[config.mk]
export PLATFORM = sky130hd
export DESIGN_NAME = log2_frac_iter
export DESIGN_NICKNAME = d
export VERILOG_FILES = /design/src/rtl/log2_pkg.sv /design/src/rtl/log2.sv /design/src/rtl/log2_frac_iter.sv
export SDC_FILE = /design/constraint.sdc
export NUM_CORES = 1
export LEC_CHECK = 0
export CAP_MARGIN = 20
export CELL_PAD_IN_SITES_DETAIL_PLACEMENT = 0
export CELL_PAD_IN_SITES_GLOBAL_PLACEMENT = 1
export CORE_ASPECT_RATIO = 1.1
export CORE_MARGIN = 2
export CORE_UTILIZATION = 53
export CTS_BUF_LIST = sky130_fd_sc_hd__clkbuf_4
export CTS_CLUSTER_SIZE = 8
export DETAILED_ROUTE_END_ITERATION = 12
export MAX_ROUTING_LAYER = met4
export PLACE_DENSITY_LB_ADDON = 0.1
export SLEW_MARGIN = 0
export SYNTH_ARGS = -nofsm -noshare
export SYNTH_HDL_FRONTEND = slang
export SYNTH_SLANG_ARGS = --single-unit
[constraint.sdc]
create_clock -name clk -period 17.14 [get_ports clk]
set_clock_uncertainty 0.15 [all_clocks]
set_input_delay 5.142 -clock clk [delete_from_list [all_inputs] [get_ports clk]]
set_output_delay 5.142 -clock clk [all_outputs]
set_load 0.005 [all_outputs]
[src/rtl/log2_pkg.sv]
// Shared types and constants for the iterative fixed-point log2 unit.
// Holds the FSM state enum and the Q1.15 mantissa type.
package log2_pkg;

    typedef enum logic [1:0] {
        IDLE,
        ITER,
        DONE
    } state_t;

    localparam int INT_W  = 5;
    localparam int MANT_W = 16;

    typedef logic [MANT_W-1:0] mant_t;

endpackage

[src/rtl/log2.sv]
// Combinational MSB finder: log2 = index of highest set bit of A.
// An all-zero operand reports 0.
module log2 (
    input  logic [31:0] A,
    output logic [4:0]  log2
);

    always_comb begin
        log2 = '0;
        for (int i = 0; i < 32; i++) begin
            if (A[i]) log2 = i[4:0];
        end
    end

endmodule

[src/rtl/log2_frac_iter.sv]
// Iterative fixed-point log2: integer part from log2, fraction by squaring.
// Optional round-half-up with saturation via `define LOG2_FRAC_ROUND_EN.
module log2_frac_iter
    import log2_pkg::*;
#(
    parameter int FRAC_BITS = 8
) (
    input  logic                       clk,
    input  logic                       rst,
    input  logic                       in_valid,
    output logic                       in_ready,
    input  logic [31:0]                in_data,
    output logic                       out_valid,
    input  logic                       out_ready,
    output logic [INT_W+FRAC_BITS-1:0] out_data,
    output logic                       out_zero
);

`ifdef LOG2_FRAC_ROUND_EN
    localparam int ITERS = FRAC_BITS + 1;
`else
    localparam int ITERS = FRAC_BITS;
`endif
    localparam int OUT_W = INT_W + FRAC_BITS;
    localparam int CNT_W = 5;

    state_t                   state_q, state_d;
    logic [INT_W-1:0]         e_in, e_q;
    logic [31:0]              shifted;
    mant_t                    m_in, m_q, m_nx;
    logic [31:0]              sq;
    logic                     sq_bit;
    logic [ITERS-1:0]         frac_q, frac_nx;
    logic [CNT_W-1:0]         cnt_q;
    logic                     last;
    logic [OUT_W-1:0]         res;
    logic [OUT_W-1:0]         data_q;
    logic                     zero_q;

    log2 u_log2 (
        .A    (in_data),
        .log2 (e_in)
    );

    // Normalise so the leading one lands in bit 31, keep top 16 bits.
    assign shifted = in_data << (5'd31 - e_in);
    assign m_in    = shifted[31:16];

    assign sq      = {16'b0, m_q} * {16'b0, m_q};
    assign sq_bit  = sq[31];
    assign m_nx    = sq_bit ? sq[31:16] : sq[30:15];
    assign frac_nx = (frac_q << 1) | ITERS'(sq_bit);
    assign last    = (cnt_q == CNT_W'(ITERS - 1));

`ifdef LOG2_FRAC_ROUND_EN
    logic [OUT_W:0] full;
    logic [OUT_W:0] sum;

    assign full = {e_q, frac_nx};
    assign sum  = {1'b0, full[OUT_W:1]} + {{OUT_W{1'b0}}, full[0]};
    // A carry out of the top means {e,frac} was all-ones: clamp.
    assign res  = sum[OUT_W] ? {OUT_W{1'b1}} : sum[OUT_W-1:0];
`else
    assign res  = {e_q, frac_nx};
`endif

    assign in_ready  = (state_q == IDLE);
    assign out_valid = (state_q == DONE);
    assign out_data  = data_q;
    assign out_zero  = zero_q;

    always_comb begin
        state_d = state_q;
        unique case (state_q)
            IDLE: begin
                if (in_valid) begin
                    state_d = (in_data == 32'd0) ? DONE : ITER;
                end
            end
            ITER: begin
                if (last) state_d = DONE;
            end
            DONE: begin
                if (out_ready) state_d = IDLE;
            end
            default: state_d = IDLE;
        endcase
    end

    always_ff @(posedge clk or posedge rst) begin
        if (rst) begin
            state_q <= IDLE;
        end else begin
            state_q <= state_d;
        end
    end

    always_ff @(posedge clk or posedge rst) begin
        if (rst) begin
            e_q    <= '0;
            m_q    <= '0;
            frac_q <= '0;
            cnt_q  <= '0;
            data_q <= '0;
            zero_q <= 1'b0;
        end else begin
            unique case (state_q)
                IDLE: begin
                    if (in_valid) begin
                        e_q    <= e_in;
                        m_q    <= m_in;
                        frac_q <= '0;
                        cnt_q  <= '0;
                        zero_q <= (in_data == 32'd0);
                        if (in_data == 32'd0) data_q <= '0;
                    end
                end
                ITER: begin
                    m_q    <= m_nx;
                    frac_q <= frac_nx;
                    cnt_q  <= cnt_q + 1'b1;
                    if (last) data_q <= res;
                end
                default: begin
                end
            endcase
        end
    end

endmodule

==> qor.yml, run 1 <==
setup_path:
  critical_path.slowest_cell: "clkdlybuf4s50_1"
  critPathLaunchType: "input port"
  critical_path_peak_fanout: 28
  worst-path-stages: 11
  critPathMostFrequentCell: "mux2i_1"
  criticalPathCategory: "input port to register"
  crit_chain: "clkdlybuf4s50_1 > nor4_2 > nand2_1 > a31oi_2 > o31a_1 > buf_4 > mux2i_1 > mux2i_1 > a211oi_1 > nor3_1 > or4_1"
  timing.critical_path.slowest_cell_delay_ps: 580
  cp.required_ps: 17260
  worstRegToRegCells: 23
  cp_top_family: "simple AND/OR/NAND/NOR gates"
  data_arrival_time_at_the_worst_slack_endpoint_ps: 8750
  cp_num_buf_inv: 2
  endpoint_kind: "register"
grt:
  top_usage_layer: "met2"
  grt.met2_usage: 0.457
  pin_count_of_the_biggest_net_entering_global_routing: 50
  groute.usage.overall: 0.267
  grt_antenna_before_repair: 0
  gr-usage-met3: 0.0251
  vias_in_the_first_global_route: 9084
  total_global_routing_overflow: 0
  grtUsageMet1: 0.347
  grt_first_pass_wirelength_mm: 46.3
yosys:
  async_reset_ff_frac: 1.00
  synth.ff_latch_count: 49
  edff_count_synth: 0
  syn_avg_cell_area_sq_um: 8.62
  synthDistinctLibCells: 74
  synth_nets: 1599
  seq_area_frac_synth: 0.110
  syn-instance-count: 1299
  syn-cell-area_sq_mm: 0.0112
  yosysWarnings: 0
  ys.flop_type: "dfrtp_1"
timing:
  rsz0062_at_grt: "false"
  period_minus_slack_ps: 8630
  setup-tns-final_ps: 0
  timing.fmax_ghz: 0.116
  finalCritPeriodShare: 0.504
  finalHoldViolations: 0
  final-setup-viol-count: 0
  timing_max_transition_violations_final: 0
  timing.max_slew.rel_slack: 0.272
  timing_worst_slew_pin_value_ps: 1080
clock_network:
  worst_skew_pair.late_latency_ps: 380
  post-cts-setup-buffers: 0
  cts_root_buffer: "clkbuf_4"
  postCtsHoldBufs: 0
  cts-buffers-inserted: 5
  clk_transition_reported_paths_ps: 150
  cts_tree: "built"
  cts_htree_levels: 2
  clock-sinks: 49
  ctsLongestPathBuffers: 2
  cts-resized-gates: 0
routing:
  detailroute.via_count: 8844
  drcViolationCount: 0
  dr.pass1.iters: 5
  antenna_viol_nets_final: 0
  routed_len_inst_microns: 17.4
  detailedRoute.firstIterationViolations: 520
  routed_wl_mm: 27.3
  vias_per_cell: 5.65
final_layout:
  final_net_count: 1608
  antenna-diode-count: 0
  final_layout_size_suffix_gt1_frac: 0.0374
  layout_fillers: 1890
  syn2layout_area_growth_pct: 6.49
floorplanning:
  dieHeight_microns: 156
  top_level_pins: 52
  die_width_microns: 143
  placementRows: 55
  fp.dieArea_sq_mm: 0.0223
  core_region_area_sq_mm: 0.0206
  floorplan.initialDensity: 0.542
placed_design:
  dp_hpwl_mm: 21.5
  globalplace.congestion: 0.955
  portBuffers: 51
min_path:
  min_delay_path_depth: 2
  min-delay-path-class: "register to register"
status:
  outcome: "complete, no violations"
run:
  drv.max_cap_violation_count: 0
synth_stat cells (all sizes together), types with 17 or more instances:
| master | number | area, sq um |
|---|---|---|
| ha | 101 | 1260 |
| nand2 | 157 | 592 |
| and2 | 51 | 319 |
| buf | 21 | 136 |
| fa | 163 | 3260 |
| nand3 | 17 | 85.1 |
| inv | 251 | 942 |
| nor2 | 74 | 280 |
| clkbuf | 36 | 135 |
| dfrtp | 49 | 1230 |
| mux2i | 67 | 671 |
| a21oi | 43 | 223 |
| o21ai | 52 | 260 |
routing by layer:
layer,vias up,share of wire
li1,4253,-
met1,4342,0.44
met2,210,0.50
met3,39,0.041
met4,0,0.021
met5,-,0
per-stage QoR:
step	setup WS, ps	cells	instance area [sq um]	hold WS (ps)	utilization
floorplan	9350	1299	11200	296	-
global placement	8230	1557	11800	311	0.572
detailed placement	8200	1557	11800	314	0.572
CTS	8610	1565	11900	349	0.577
global route	8320	1565	11900	375	0.577
finish	8510	1565	11900	344	0.577
state kept, by name, indices dropped and copies added (netlist names):
name      count
frac_q        7
e_q           5
out_zero      1
m_q          16
state_q       2
out_data     13
cnt_q         5
kinds of logic (layout without fill, tap and decap cells):
family	count (synthesis)	count (layout)	synth area share
AO/OA/AOI/OAI	215	215	0.139
AND/OR/NAND/NOR	363	363	0.152
XOR/XNOR	26	26	0.0203
multiplexers	74	74	0.0670
adder cells (fa/ha/maj)	264	264	0.404
buffers and inverters	308	318	0.108
flip-flops	49	49	0.110
worst register-to-register path: stages (launching register included):
cell,delay [ps]
dfrtp_1,860
inv_1,430
nor2_1,320
fa_1,470
inv_1,80
fa_1,430
fa_1,510
inv_1,60
fa_1,530
inv_1,50
fa_1,390
fa_1,520
inv_1,40
ha_1,280
a21o_1,170
a211oi_1,460
a21oi_1,280
a31oi_4,340
o31ai_4,120
xor2_1,870
nand2_1,120
a21boi_1,180
a2111oi_0,110
or4_1,580
worst paths after layout:
path	end	slack (ps)	start
worst max-delay path	m_q[8]	8510	in_data[23]
worst min-delay path	frac_q[4]	340	frac_q[4]
worst max register to register	m_q[8]	8670	m_q[8]
worst min register to register	frac_q[4]	340	frac_q[4]
max in group asynchronous	m_q[3]	11360	rst
min in group asynchronous	frac_q[2]	5040	rst
area by class of cell:
class,count,area (sq um),share of cell area
sequential,49,1230,0.103
tap,256,320,0.0269
multi-input combinational,942,8760,0.735
timing repair buffer,59,571,0.0479
clock inverter,3,65.1,0.00546
clock buffer,5,37.5,0.00315
inverter,251,942,0.0790
cells in the final DEF (no fill, tap or decap), types with 6 or more instances in the layout:
cell / Yosys / layout
dfrtp_1: 49 / 49
o21ai_0: 39 / 39
nor3_1: 13 / 13
o21ai_1: 13 / 13
buf_4: 0 / 8
mux2i_1: 67 / 67
xor2_1: 12 / 12
xnor2_1: 14 / 14
a21oi_1: 41 / 41
nor4_1: 6 / 6
nand2b_1: 10 / 10
a21o_1: 11 / 11
nand3_1: 17 / 17
a22oi_1: 13 / 13
a211oi_1: 8 / 8
a221oi_1: 12 / 12
o221ai_1: 7 / 7
nand2_1: 156 / 155
fa_1: 163 / 163
inv_1: 251 / 250
and2_1: 51 / 51
ha_1: 101 / 101
clkdlybuf4s50_1: 0 / 51
o31ai_1: 6 / 6
o211ai_1: 10 / 10
and3_1: 6 / 6
nor2_1: 73 / 73
mux2_2: 6 / 6
Power of run 1 is not shown: default switching activity piles up to over one toggle a cycle in this logic, so the estimate is an artifact.
==> run 2, diff against run 1 <==
--- a/config.mk
+++ b/config.mk
@@ -10,7 +10,7 @@
 export CELL_PAD_IN_SITES_GLOBAL_PLACEMENT = 1
 export CORE_ASPECT_RATIO = 1.1
 export CORE_MARGIN = 2
-export CORE_UTILIZATION = 53
+export CORE_UTILIZATION = 49
 export CTS_BUF_LIST = sky130_fd_sc_hd__clkbuf_4
 export CTS_CLUSTER_SIZE = 8
 export DETAILED_ROUTE_END_ITERATION = 12
==> constraint.sdc (replaced) <==
create_clock -name clk -period 8.4 [get_ports clk]
set_clock_uncertainty 0.15 [all_clocks]
set_input_delay 2.52 -clock clk [delete_from_list [all_inputs] [get_ports clk]]
set_output_delay 2.52 -clock clk [all_outputs]
set_load 0.005 [all_outputs]
==> qor.yml, run 2 (synthesized netlist as in run 1, its figures left out) <==
status:
  outcome: "complete, no violations"
final_layout:
  layout.cells.most_common: "inv_1"
  layout.cells.most_common_list: "inv_1 (250), fa_1 (163), nand2_1 (155), ha_1 (101), nor2_1 (73)"
  final_core_util: 0.529
  regArea_sq_mm: 0.00123
  final_net_count: 1613
  final_layout_size_suffix_gt1_frac: 0.0411
  area_of_the_multi_input_gates_sq_mm: 0.00876
  max_flop_register: "m_q"
  layout_fillers: 2184
  syn2layout_area_growth_pct: 7.05
  antenna-diode-count: 0
  largest_reg_flops: 16
  finish.instance_area_sq_mm: 0.0120
clock_network:
  ctsLongestPathBuffers: 2
  clk_transition_reported_paths_ps: 140
  cts_tree: "built"
  postCtsHoldBufs: 0
  cts_root_buffer: "clkbuf_4"
  clock-sinks: 49
  cts-resized-gates: 0
  cts_htree_levels: 2
  worst_skew_pair.late_latency_ps: 360
  post-cts-setup-buffers: 0
  cts-buffers-inserted: 5
placed_design:
  portBuffers: 51
  globalplace.congestion: 0.885
  dp_hpwl_mm: 22.8
  dp_worst_setup_slack_ps: 723
  detailed_place.area_sq_mm: 0.0119
setup_path:
  critical_path.reg2reg.endpoint: "m_q[8]"
  criticalPathCategory: "register to register"
  data_arrival_time_at_the_worst_slack_endpoint_ps: 7820
  cp-startpoint: "m_q[8]"
  timing.critical_path.slowest_cell_delay_ps: 740
  cp.required_ps: 8510
  critPathMostFrequentCell: "fa_1"
  critical_path.slowest_cell: "dfrtp_1"
  worst-path-stages: 21
  cp_top_family: "adder cells"
  critical_path_peak_fanout: 13
  regToRegSetupSlack_ps: 690
  critPathCapture: "m_q[8]"
  cp_num_buf_inv: 3
  critPathLaunchType: "register"
  timing.rr.start: "m_q[8]"
  endpoint_kind: "register"
  crit_chain: "inv_1 > nor2_1 > fa_1 > fa_1 > inv_1 > fa_1 > fa_1 > inv_1 > fa_1 > fa_1 > ha_1 > a211o_1 > a21oi_1 > o21ai_0 > a221oi_1 > o31ai_4 > xor2_1 > nand2_1 > a21boi_1 > a2111oi_0 > or4_1"
  worstRegToRegCells: 21
routing:
  routed_len_inst_microns: 17.1
  antenna_viol_nets_final: 0
  detailroute.via_count: 8804
  detailedRoute.firstIterationViolations: 518
  dr.pass1.iters: 5
  vias_per_cell: 5.45
  drcViolationCount: 0
  routed_wl_mm: 27.7
timing:
  setup-tns-final_ps: 0
  timing_max_transition_violations_final: 0
  timing_worst_slew_pin_value_ps: 1060
  finalCritPeriodShare: 0.918
  final-setup-viol-count: 0
  timing.fmax_ghz: 0.130
  finalHoldViolations: 0
  period_minus_slack_ps: 7710
  rsz0062_at_grt: "false"
  timing.max_slew.rel_slack: 0.291
  timing.final.ws_setup_ps: 686
grt:
  pin_count_of_the_biggest_net_entering_global_routing: 50
  total_global_routing_overflow: 0
  grt_antenna_before_repair: 0
  grt_first_pass_wirelength_mm: 47.2
  groute.usage.overall: 0.251
  vias_in_the_first_global_route: 9199
floorplanning:
  placementRows: 58
  fp.dieArea_sq_mm: 0.0241
  die_width_microns: 148
  core_region_area_sq_mm: 0.0226
  top_level_pins: 52
  floorplan.initialDensity: 0.494
  dieHeight_microns: 163
min_path:
  min_from: "frac_q[0]"
  min-delay-path-class: "register to register"
run:
  drv.max_cap_violation_count: 0
[run 2: final cells by class]
class                      instances  share of cell area
clock inverter                     1            0.000627
inverter                         251              0.0786
multi-input combinational        942               0.731
clock buffer                       7             0.00439
tap                              300              0.0313
sequential                        49               0.102
timing repair buffer              64              0.0518
[run 2: layer usage]
| metal | GRT usage | share of wire | vias up |
|---|---|---|---|
| met2 | 0.429 | 0.50 | 172 |
| met4 | 0.0476 | 0.018 | 0 |
| met3 | 0.0185 | 0.031 | 42 |
| li1 | - | - | 4266 |
| met1 | 0.333 | 0.45 | 4324 |
| met5 | - | 0 | - |
[run 2: per-stage QoR]
step                hold slack (ps)  std cells
detailed placement              315       1605
finish                          344       1614
floorplan                       296       1299
CTS                             348       1613
global route                    381       1614
global placement                310       1605
[run 2: worst min path at each step]
stage,endpoint,slack (ps),cells after the start
final,frac_q[0],340,1
after global routing,frac_q[2],380,2
after detailed placement,frac_q[2],310,2
after floorplan,frac_q[1],300,2
after global placement,frac_q[0],310,1
after CTS,frac_q[5],350,2
[run 2: worst register-to-register path, stage by stage (launching register included)]
cell	delay [ps]
dfrtp_1	740
inv_1	350
nor2_1	320
fa_1	490
fa_1	510
inv_1	50
fa_1	460
fa_1	520
inv_1	50
fa_1	440
fa_1	390
ha_1	390
a211o_1	290
a21oi_1	180
o21ai_0	170
a221oi_1	660
o31ai_4	190
xor2_1	410
nand2_1	100
a21boi_1	140
a2111oi_0	70
or4_1	530
Power of run 2 is left out for the same reason.
